### config.mk
export PLATFORM = sky130hd
export DESIGN_NAME = bus_timer
export DESIGN_NICKNAME = d
export VERILOG_FILES = /design/src/rtl/bus_timer_pkg.sv /design/src/rtl/bus_timer_prescaler.sv /design/src/rtl/bus_timer.sv
export SDC_FILE = /design/constraint.sdc
export NUM_CORES = 1
export LEC_CHECK = 0
export BUFFER_PORTS_ARGS = -buffer_cell sky130_fd_sc_hd__buf_4
export CAP_MARGIN = 30
export CORE_MARGIN = 2
export CORE_UTILIZATION = 35
export CTS_BUF_LIST = sky130_fd_sc_hd__clkbuf_8 sky130_fd_sc_hd__clkbuf_16
export DETAILED_ROUTE_END_ITERATION = 12
export PLACE_DENSITY = 0.58
export REMOVE_ABC_BUFFERS = 1
export SYNTH_ARGS = -nofsm -noshare
export SYNTH_HDL_FRONTEND = slang
export SYNTH_SLANG_ARGS = --single-unit
### constraint.sdc
create_clock -name clk -period 4.4 [get_ports clk]
set_clock_uncertainty 0.2 [all_clocks]
set_input_delay 0.88 -clock clk [delete_from_list [all_inputs] [get_ports clk]]
set_output_delay 0.88 -clock clk [all_outputs]
set_load 0.02 [all_outputs]
### src/rtl/bus_timer_pkg.sv
// Shared definitions for the bus_timer countdown timer.
// Latency: n/a (types and constants only).
// Backpressure: n/a.
//
// Holds the FSM state encoding, register word offsets, CTRL field bit
// positions and MODE encodings used by bus_timer and its testbench.

package bus_timer_pkg;

    typedef enum logic [1:0] {
        IDLE = 2'd0,
        LOAD = 2'd1,
        CNT  = 2'd2,
        INT  = 2'd3
    } state_t;

    // Word offsets within the device window (PrAddr[3:2]); offset 3 is reserved.
    localparam logic [1:0] OFS_CTRL   = 2'd0;
    localparam logic [1:0] OFS_PRESET = 2'd1;
    localparam logic [1:0] OFS_COUNT  = 2'd2;

    // CTRL field positions.
    localparam int CTRL_EN       = 0;
    localparam int CTRL_MODE_LO  = 1;
    localparam int CTRL_MODE_HI  = 2;
    localparam int CTRL_IM       = 3;
    localparam int CTRL_PRESC_LO = 4;
    localparam int CTRL_PRESC_HI = 7;

    // MODE encodings; 2'b1x behaves as one-shot.
    localparam logic [1:0] MODE_ONESHOT = 2'b00;
    localparam logic [1:0] MODE_RELOAD  = 2'b01;

endpackage

### src/rtl/bus_timer_prescaler.sv
// 4-bit prescale counter: tick is high while the count equals the prescale value P.
// Latency: tick is combinational from the counter; the counter steps every cycle run is high.
// Backpressure: none; clr (timer LOAD) has priority over run.
//
// Only built when BUS_TIMER_PRESCALE_EN is defined.
// Ports: clk, reset (async active-low), clr, run, presc[3:0] in; tick out.

`ifdef BUS_TIMER_PRESCALE_EN
module bus_timer_prescaler (
    input  logic       clk,
    input  logic       reset,
    input  logic       clr,
    input  logic       run,
    input  logic [3:0] presc,
    output logic       tick
);

    logic [3:0] psc_cnt;

    assign tick = (psc_cnt == presc);

    // Counts 0..P while running; restarts after every tick (each decrement)
    // and whenever the timer reloads.
    always_ff @(posedge clk or negedge reset) begin
        if (!reset) begin
            psc_cnt <= 4'd0;
        end else if (clr) begin
            psc_cnt <= 4'd0;
        end else if (run) begin
            psc_cnt <= tick ? 4'd0 : psc_cnt + 4'd1;
        end
    end

endmodule
`endif

### src/rtl/bus_timer.sv
// Memory-mapped countdown timer (CTRL/PRESET/COUNT) with one interrupt line.
// Latency: reads combinational (zero cycles); writes take effect at the sampling edge.
// Backpressure: none; every access completes in its own cycle.
//
// Ports: clk, reset (async active-low), sel, addr[1:0], we, wd[31:0] in;
//        rd[31:0] (combinational read data), irq out.
// Optional macro BUS_TIMER_PRESCALE_EN adds a 4-bit prescale field CTRL[7:4];
// when undefined COUNT decrements every CNT cycle and CTRL[7:4] reads 0.

module bus_timer
    import bus_timer_pkg::*;
#(
    parameter logic [31:0] RESET_PRESET = 32'h0
) (
    input  logic        clk,
    input  logic        reset,
    input  logic        sel,
    input  logic [1:0]  addr,
    input  logic        we,
    input  logic [31:0] wd,
    output logic [31:0] rd,
    output logic        irq
);

    state_t      state_q;
    logic        ctrl_en;
    logic [1:0]  ctrl_mode;
    logic        ctrl_im;
    logic [3:0]  ctrl_presc;
    logic [31:0] preset_q;
    logic [31:0] count_q;
    logic        irq_pend;
    logic        tick;

    logic wr_ctrl;
    logic wr_preset;

    assign wr_ctrl   = sel && we && (addr == OFS_CTRL);
    assign wr_preset = sel && we && (addr == OFS_PRESET);

`ifdef BUS_TIMER_PRESCALE_EN
    logic wd_unused;
    assign wd_unused = ^wd[31:8];

    always_ff @(posedge clk or negedge reset) begin
        if (!reset) begin
            ctrl_presc <= 4'd0;
        end else if (wr_ctrl) begin
            ctrl_presc <= wd[CTRL_PRESC_HI:CTRL_PRESC_LO];
        end
    end

    bus_timer_prescaler u_prescaler (
        .clk   (clk),
        .reset (reset),
        .clr   (state_q == LOAD),
        .run   (state_q == CNT),
        .presc (ctrl_presc),
        .tick  (tick)
    );
`else
    logic wd_unused;
    assign wd_unused  = ^wd[31:4];
    assign ctrl_presc = 4'd0;
    assign tick       = 1'b1;
`endif

    // Control FSM and register file. A CTRL/PRESET write outranks the FSM
    // entirely on its edge: the written CTRL value beats INT's EN clear, the
    // state restarts from IDLE, the pending interrupt is dropped and COUNT
    // is left alone (even if the FSM was in LOAD).
    always_ff @(posedge clk or negedge reset) begin
        if (!reset) begin
            state_q   <= IDLE;
            ctrl_en   <= 1'b0;
            ctrl_mode <= MODE_ONESHOT;
            ctrl_im   <= 1'b0;
            preset_q  <= RESET_PRESET;
            count_q   <= 32'd0;
            irq_pend  <= 1'b0;
        end else begin
            if (wr_ctrl) begin
                ctrl_en   <= wd[CTRL_EN];
                ctrl_mode <= wd[CTRL_MODE_HI:CTRL_MODE_LO];
                ctrl_im   <= wd[CTRL_IM];
            end
            if (wr_preset) begin
                preset_q <= wd;
            end

            if (wr_ctrl || wr_preset) begin
                state_q  <= IDLE;
                irq_pend <= 1'b0;
            end else begin
                case (state_q)
                    IDLE: begin
                        if (ctrl_en) begin
                            state_q <= LOAD;
                        end
                    end
                    LOAD: begin
                        count_q <= preset_q;
                        state_q <= CNT;
                    end
                    CNT: begin
                        if (!ctrl_en) begin
                            state_q <= IDLE;
                        end else if (tick) begin
                            // Expiry is detected one tick after COUNT reaches 0,
                            // so PRESET=0 still spends one tick in CNT.
                            if (count_q == 32'd0) begin
                                state_q  <= INT;
                                irq_pend <= 1'b1;
                            end else begin
                                count_q <= count_q - 32'd1;
                            end
                        end
                    end
                    INT: begin
                        if (ctrl_mode == MODE_RELOAD) begin
                            irq_pend <= 1'b0;
                            state_q  <= LOAD;
                        end else begin
                            // One-shot (and 2'b1x): stop and hold the interrupt
                            // until software rewrites CTRL or PRESET.
                            ctrl_en <= 1'b0;
                            state_q <= IDLE;
                        end
                    end
                    default: state_q <= IDLE;
                endcase
            end
        end
    end

    assign irq = irq_pend & ctrl_im;

    always_comb begin
        rd = 32'd0;
        case (addr)
            OFS_CTRL:   rd = {24'd0, ctrl_presc, ctrl_im, ctrl_mode, ctrl_en};
            OFS_PRESET: rd = preset_q;
            OFS_COUNT:  rd = count_q;
            default:    rd = 32'd0;
        endcase
    end

endmodule
# == After elaboration in Yosys (flattened, before gate mapping) ==
# Cells that the tools add are included.
# totals
regBits,71
in_bits,38
# classes
n_addsub,1
eq_ne,13
muxes,19
n_bitwise,2
n_reduce_logical,12
# op_table
operator,count
32-bit one-hot mux with 3 select lines,1
32-bit 2-to-1 mux,2
32-bit one-hot mux with 2 select lines,1
32-bit zero test,1
32-bit by 1-bit subtractor with 32-bit output (second input constant),1
3-bit inequality test (second input constant),4
1-bit 2-to-1 mux,9
2-bit 2-to-1 mux,4
2-bit one-hot mux with 4 select lines,1
4-bit AND reduction,2
2-bit by 1-bit == test with 1-bit output (second input constant),3
2-bit == test (second input constant),3
2-bit zero test,2
2-bit inequality test (second input constant),2
4-bit inequality test (second input constant),1
1-bit logical AND,3
3-bit nonzero test,1
1-bit one-hot mux with 2 select lines,1
2-bit AND reduction,1
2-bit nonzero test,1
1-bit bitwise AND,1
1-bit logical OR,1
1-bit inverter,1

# == Depth between registers and ports, before layout ==
# Gate-level depths: netlist of the first run.
# logic_depth
ltp_word,6
depth_mapped,8
depth_no_buf,7

# == Worst setup path before layout of the first run ==
# No wires, ideal clock.
# synth_timing
kind,input to output
from,input port addr[1]
to,output port rd[10]
arrival_ps,2162
required_time_ps,3320
path_slack_ps,1158
stages,5
n_path_buf,3
cell_sequence,clkbuf_1 > nor2b_1 > clkbuf_1 > buf_1 > a22o_1
# synth_between
elab_chain_len,2
elab_cells_between_ends,4
cone_classes,eq/ne: 2; mux: 1; reduce/logical: 1
# synth_rtl
element,line,text
start: declaration,bus_timer.sv:18,"input logic [1:0] addr,"
2-bit == test (tied with other cells),bus_timer.sv:140,case (addr)
32-bit one-hot mux with 3 select lines (*),bus_timer.sv:140,
end: declaration,bus_timer.sv:21,"output logic [31:0] rd,"
# Mark *: on every way between the ends. The rest lies on a longest branch, timed or not.

# == Worst setup path after layout of the first run ==
# layout_timing
from,register count_q[0]
to,register count_q[12]
# layout_between
elab_chain_len,4
elab_cells_between_ends,7
cone_classes,add/sub: 1; eq/ne: 1; mux: 3; reduce/logical: 2
# layout_rtl
element,line,text
start: declaration,bus_timer.sv:31,logic [31:0] count_q;
start signal: assignment,bus_timer.sv:102,count_q <= preset_q;
start signal: assignment,bus_timer.sv:115,count_q <= count_q - 32'd1;
32-bit by 1-bit subtractor with 32-bit output,bus_timer.sv:115,
32-bit 2-to-1 mux,bus_timer.sv:111,if (count_q == 32'd0) begin
32-bit 2-to-1 mux,bus_timer.sv:106,if (!ctrl_en) begin
32-bit one-hot mux with 2 select lines,bus_timer.sv:95,case (state_q)
# Several ways; a longest one is shown, not always the timed one. The select of a mux whose other input is x is not followed.
# A chain may end at the register's enable or synchronous reset.

==> results of run 1 <==
-- power by group through the flow --
stage               Sequential (mW)  Clock, mW  Combinational, mW
floorplan                      1.10          0               1.04
global placement               1.19          0               1.39
detailed placement             1.19          0               1.42
CTS                            1.19      0.753               1.43
global route                   1.23      0.780               1.57
finish                         1.19      0.735               1.43
-- registers in the layout, summed over array words and instances, names as in the netlist --
register	cells
count_q	32
preset_q	32
ctrl_mode	2
state_q	2
ctrl_en	1
ctrl_im	1
irq_pend	1
-- worst max path at each step --
stage                     cells past startpoint           to  slack, ps  startpoint
after floorplan                               3  preset_q[0]        400     addr[0]
after global placement                        5  count_q[25]       1180  count_q[4]
after detailed placement                      8  count_q[12]       1080  count_q[0]
after CTS                                     8  count_q[12]       1070  count_q[0]
after global routing                          8  count_q[17]        860  count_q[0]
final                                         8  count_q[12]       1070  count_q[0]
-- synthesized netlist by cell type, types with 11 or more instances --
library cell and instances:
a211oi_1 19, a21oi_1 21, a22o_1 32, a2bb2oi_1 23, a31oi_1 12, clkbuf_1 26
dfrtp_1 71, inv_1 11, mux2_2 35, nand2_1 21, nand3_1 16, nor2_1 16
nor3_1 11, o21ai_0 25
-- worst max-delay path, cell delays in order, from the launching register on --
cell and delay (ps):
dfrtp_1 420, inv_1 100, ha_1 190, or3b_2 490
or3_1 470, o31ai_4 640, buf_4 370, a211oi_1 120
a2bb2oi_1 160
-- area by class of cell --
class,instances,area [um^2],share of cell area
Clock inverter,4,45.0,0.00867
Inverter,11,41.3,0.00795
Tap cell,147,184,0.0354
Timing Repair Buffer,84,643,0.124
Multi-Input combinational cell,312,2250,0.434
Sequential cell,71,1780,0.342
Clock buffer,11,253,0.0487
-- stage by stage --
stage | hold WS [ps] | area, um^2 | setup WS, ps | util | std cells
floorplan | 294 | 4050 | 404 | - | 394
global placement | 318 | 4880 | 1180 | 0.411 | 624
detailed placement | 323 | 4880 | 1080 | 0.411 | 624
CTS | 332 | 5170 | 1070 | 0.436 | 639
global route | 319 | 5190 | 864 | 0.438 | 640
finish | 285 | 5190 | 1070 | 0.438 | 640
-- layer usage --
| metal | wire, um | track usage | up-vias |
|---|---|---|---|
| met5 | 0 | 0 | - |
| met4 | 212 | 0.0667 | 0 |
| met3 | 678 | 0.0505 | 17 |
| met1 | 5380 | 0.251 | 1849 |
| met2 | 5600 | 0.302 | 120 |
| li1 | - | - | 1786 |
-- cells by family after synthesis --
| group | count (synthesis) |
|---|---|
| AO/OA/AOI/OAI | 163 |
| AND/OR/NAND/NOR | 104 |
| flip-flops | 71 |
| buffers and inverters | 49 |
| multiplexers | 41 |
| adder cells (fa/ha/maj) | 4 |
==> results.py, run 1 <==
metrics = {
    "synthesis": {
        "syn_inst": 432,
        "portion_of_the_post_synthesis_area_used_by_sequential_elements": 0.423,
        "synth_mux_area_frac": 0.108,
        "yosys.area_share.simple": 0.131,
        "async_reset_ff_frac": 1.00,
        "postSynthRegisterBits": 71,
        "synthXorXnorAreaFrac": 0,
        "dominant_combinational_cell_family_by_area_after_synthesis": "compound AO/OA/AOI/OAI gates",
        "yosys.area.top_type": "dfrtp_1",
        "top_post_synthesis_cells_by_area": "dfrtp_1 (42%), mux2_2 (9.4%), a22o_1 (6.7%)",
        "synth_adder_area_share": 0.0119,
        "synthFlopType": "dfrtp_1",
        "post-synth-top-area-fraction": 0.423,
        "synth_enable_flop_cells": 0,
        "synth-warning-count": 0,
        "netlist_area_um2": 4200,
        "synthDistinctLibCells": 47,
        "syn_avg_cell_area_um2": 9.73,
        "synth-compound-area-share": 0.281,
    },
    "sta": {
        "number_of_slew_limit_violations_in_the_final_report": 0,
        "grt_setup_unrepaired": "no",
        "timing.slew.headroom": 0.298,
        "worst_pin_slew_ps": 1050,
        "fmax_ghz": 0.301,
        "final_worst_path_period_share": 0.756,
        "setup_viol": 0,
        "hold_violations": 0,
        "setup-tns-final_ps": 0,
        "period_needed_ps": 3330,
    },
    "final_layout": {
        "most_frequent_standard_cell_in_the_layout_excluding_fill_and_tap_cells": "buf_4",
        "flow.area_growth_from_synthesis_pct": 23.6,
        "fin_nets": 531,
        "final.fill_count": 1158,
        "diodes": 0,
        "layout-drive-gt1-share": 0.290,
        "final_cell_mix": "buf_4 (83), dfrtp_1 (71), mux2_2 (35), a22o_1 (32), o21ai_0 (25)",
    },
    "die": {
        "placement_rows": 40,
        "fp.coreArea_um2": 11900,
        "die_width_um": 114,
        "floorplan.die_area_um2": 12900,
        "initial_core_util": 0.354,
        "design.portCount": 71,
        "dieHeight_um": 114,
    },
    "routing": {
        "firstDrtPassIters": 4,
        "ant_nets": 0,
        "vias": 3772,
        "drt_iter0_drc": 212,
        "detail_route.wirelength_um": 11900,
        "drc_errors": 0,
        "detail_route.wl_per_cell_um": 18.6,
        "drt-vias-per-instance": 5.89,
    },
    "power": {
        "internal_power_mw": 2.01,
        "power.clock.fraction": 0.219,
        "power.ir.vdd_worst_v": 0.000303,
        "p_sw_mw": 1.34,
        "power_density_nw_per_um2": 645,
        "total_power_mw": 3.35,
        "power_leakage_nw": 2.22,
        "power.switching_fraction": 0.399,
        "sequentialPowerShare": 0.355,
        "comb_power_share": 0.426,
    },
    "flow_run": {
        "drv.max_cap_violation_count": 0,
    },
    "global_route": {
        "maximum_number_of_pins_on_one_net_before_global_route_repair": 72,
        "grt_first_pass_wirelength_um": 19500,
        "grt_use_total": 0.190,
        "first_global_vias": 3773,
        "number_of_antenna_violations_at_the_first_check_in_global_routing": 0,
        "globalRouteOverflowTotal": 0,
    },
    "cts": {
        "post_cts_setup_buffers": 0,
        "clock-sinks": 71,
        "clockBufferDepth": 2,
        "clk_root_buffer_cell": "clkbuf_16",
        "cts-hold-fix-buffers": 0,
        "post_cts.resized_instances": 0,
        "worst_setup_hold_path_clk_slew_ps": 60,
        "cts_made_buffers": 9,
        "clock_tree.htree_level_count": 3,
        "cts_tree": "done",
        "clk-insertion-delay-late_ps": 340,
    },
    "critical_path": {
        "crit_type": "reg2reg",
        "setup.worst_path.end_class": "register",
        "timing.reg2reg.worst_path_depth": 8,
        "path_max_fanout": 18,
        "rrSetupSlack_ps": 1070,
        "timing.rr.end": "count_q[12]",
        "r2r_start": "count_q[0]",
        "cp_data_required_time_ps": 4380,
        "crit_arrival_ps": 3310,
        "start_kind": "register",
    },
    "worst_hold_path": {
        "hold_class": "in2async",
    },
    "placed_design": {
        "io_buffer_count": 70,
        "hpwlAfterDp_um": 7730,
        "gp_congestion": 0.740,
    },
    "outcome": {
        "status": "completed",
    },
}
Power figures use the tool's default switching activity.
==> run 2, diff against run 1 <==
--- a/config.mk
+++ b/config.mk
@@ -11,7 +11,7 @@
 export CORE_UTILIZATION = 35
 export CTS_BUF_LIST = sky130_fd_sc_hd__clkbuf_8 sky130_fd_sc_hd__clkbuf_16
 export DETAILED_ROUTE_END_ITERATION = 12
-export PLACE_DENSITY = 0.58
+export PLACE_DENSITY = 0.6
 export REMOVE_ABC_BUFFERS = 1
 export SYNTH_ARGS = -nofsm -noshare
 export SYNTH_HDL_FRONTEND = slang
==> constraint.sdc (replaced) <==
create_clock -name clk -period 2.7 [get_ports clk]
set_clock_uncertainty 0.2 [all_clocks]
set_input_delay 0.54 -clock clk [delete_from_list [all_inputs] [get_ports clk]]
set_output_delay 0.54 -clock clk [all_outputs]
set_load 0.02 [all_outputs]
==> run 2 against run 1 <==
Effect of this change: global-route usage rose by 0.53 points; non-clock buffer count up 44; worst setup slack lost 1000 ps; combinational power is 110% higher; first-iteration DRC count rose by 42%; worst hold slack worse by 53 ps; die area stayed put; critical path type unchanged; critical endpoint is now count_q[0]; highest routed layer unchanged.
==> results.py, run 2 (synthesis gave the netlist of run 1 again) <==
metrics = {
    "sta": {
        "setup_viol": 0,
        "timing.slew.headroom": 0.613,
        "number_of_slew_limit_violations_in_the_final_report": 0,
        "worst_pin_slew_ps": 576,
        "hold_violations": 0,
        "period_needed_ps": 2670,
        "fmax_ghz": 0.375,
        "final_worst_path_period_share": 0.988,
        "grt_setup_unrepaired": "yes",
    },
    "cts": {
        "clock-sinks": 71,
        "clk-insertion-delay-late_ps": 340,
        "cts_tree": "done",
        "clock_tree.htree_level_count": 3,
        "clk_root_buffer_cell": "clkbuf_16",
        "cts_made_buffers": 9,
        "worst_setup_hold_path_clk_slew_ps": 60,
        "clockBufferDepth": 2,
    },
    "power": {
        "sequentialPowerShare": 0.305,
        "power.clock.fraction": 0.185,
        "power_leakage_nw": 2.46,
        "total_power_mw": 6.03,
        "power.ir.vdd_worst_v": 0.000446,
        "comb_power_share": 0.510,
        "internal_power_mw": 3.68,
        "power.switching_fraction": 0.390,
        "p_sw_mw": 2.35,
        "power_density_nw_per_um2": 1070,
    },
    "routing": {
        "firstDrtPassIters": 5,
        "detail_route.wirelength_um": 12400,
        "detail_route.wl_per_cell_um": 18.2,
        "drt-vias-per-instance": 5.78,
        "drc_errors": 0,
        "drt_iter0_drc": 302,
        "ant_nets": 0,
        "vias": 3953,
    },
    "global_route": {
        "globalRouteOverflowTotal": 0,
        "grt_use_total": 0.195,
        "grt_first_pass_wirelength_um": 20000,
        "maximum_number_of_pins_on_one_net_before_global_route_repair": 38,
        "number_of_antenna_violations_at_the_first_check_in_global_routing": 0,
        "first_global_vias": 3862,
    },
    "final_layout": {
        "biggestRegsByFlops": "count_q: 32 flops, preset_q: 32 flops",
        "final.fill_count": 1128,
        "layoutNonFillerInstCount": 684,
        "flow.area_growth_from_synthesis_pct": 34.0,
        "diodes": 0,
        "fin_nets": 575,
        "final_cell_mix": "buf_4 (117), dfrtp_1 (71), mux2_2 (35), a22o_1 (32), o21ai_0 (25)",
        "final_core_util": 0.475,
        "multi_input_area_um2": 2300,
        "layout-drive-gt1-share": 0.359,
        "seq_area_um2": 1780,
        "most_frequent_standard_cell_in_the_layout_excluding_fill_and_tap_cells": "buf_4",
    },
    "critical_path": {
        "setup.worst_path.end_class": "register",
        "crit_arrival_ps": 2680,
        "path_max_fanout": 7,
        "r2r_start": "count_q[23]",
        "rrSetupSlack_ps": 30,
        "cp_data_required_time_ps": 2720,
        "timing.rr.end": "count_q[0]",
        "timing.reg2reg.worst_path_depth": 6,
        "crit_type": "reg2reg",
        "start_kind": "register",
        "worstSetupEndpoint": "count_q[0]",
        "timing.critical_path.from": "count_q[23]",
    },
    "placed_design": {
        "io_buffer_count": 70,
        "hpwlAfterDp_um": 8520,
        "place.detailed.instances": 662,
        "gp_congestion": 0.856,
    },
    "die": {
        "design.portCount": 71,
        "die_width_um": 114,
        "floorplan.die_area_um2": 12900,
        "fp.coreArea_um2": 11900,
        "initial_core_util": 0.354,
        "placement_rows": 40,
        "dieHeight_um": 114,
    },
    "worst_hold_path": {
        "hold_class": "in2reg",
    },
    "flow_run": {
        "drv.max_cap_violation_count": 0,
    },
    "outcome": {
        "status": "completed",
    },
}
-- run 2: worst min-delay path by stage --
| stage | from | endpoint | slack, ps | cells past startpoint |
|---|---|---|---|---|
| finish | wd[7] | preset_q[7] | 230 | 2 |
| detailed placement | preset_q[19] | preset_q[19] | 320 | 1 |
| global placement | ctrl_im | ctrl_im | 310 | 1 |
| floorplan | reset | count_q[0] | 40 | 0 |
| CTS | wd[7] | preset_q[7] | 220 | 2 |
| global route | wd[9] | preset_q[9] | 230 | 2 |
-- run 2: metrics by stage --
step	hold WS, ps	setup slack [ps]	setup TNS (ps)	area (um^2)
after floorplan	44.4	-1180	-69240	4050
after global placement	312	70.6	0	5180
after detailed placement	321	-34.0	-34.0	5180
after CTS	224	17.9	0	5470
after global routing	227	-54.7	-383	5630
final	231	33.5	0	5630
-- run 2: power by group through the flow --
stage / Sequential (mW) / Combinational (mW) / Clock, mW
6_report: 1.84 / 3.07 / 1.11
3_3_place_gp: 1.83 / 2.70 / 0
4_1_cts: 1.83 / 2.77 / 1.14
3_5_place_dp: 1.84 / 2.76 / 0
5_1_grt: 1.90 / 3.34 / 1.18
2_1_floorplan: 1.79 / 1.70 / 0
-- run 2: per-layer routing --
layer,share of wire,global-route usage,vias to the layer above
li1,-,-,1872
met4,0.013,0.0675,0
met3,0.049,0.0388,13
met2,0.47,0.305,133
met5,0,0,-
met1,0.46,0.271,1935
-- run 2: layout make-up --
| cell class | count | share of cell area |
|---|---|---|
| multi-input cells | 312 | 0.409 |
| well taps | 147 | 0.0327 |
| clock buffers | 12 | 0.0473 |
| inverters | 11 | 0.00733 |
| repair buffers | 128 | 0.186 |
| flip-flops and latches | 71 | 0.316 |
| clock inverters | 3 | 0.00200 |
-- run 2: what timing repair did --
item | 4_1_cts | 5_1_grt
endpoints found under the setup margin | 1 | 31
setup buffers | 0 | 3
pin swaps | 0 | 6
gates cloned | 0 | 3
hold endpoints to repair | 36 | 0
resized for setup | 1 | 19
hold buffers | 1 | 0
-- run 2: critical path, stage by stage, from the launching register on --
cell and delay [ps]:
dfrtp_1 380, or4_4 540, or4_4 530, o31ai_4 390
a21oi_4 200, buf_6 180, o2bb2ai_1 130
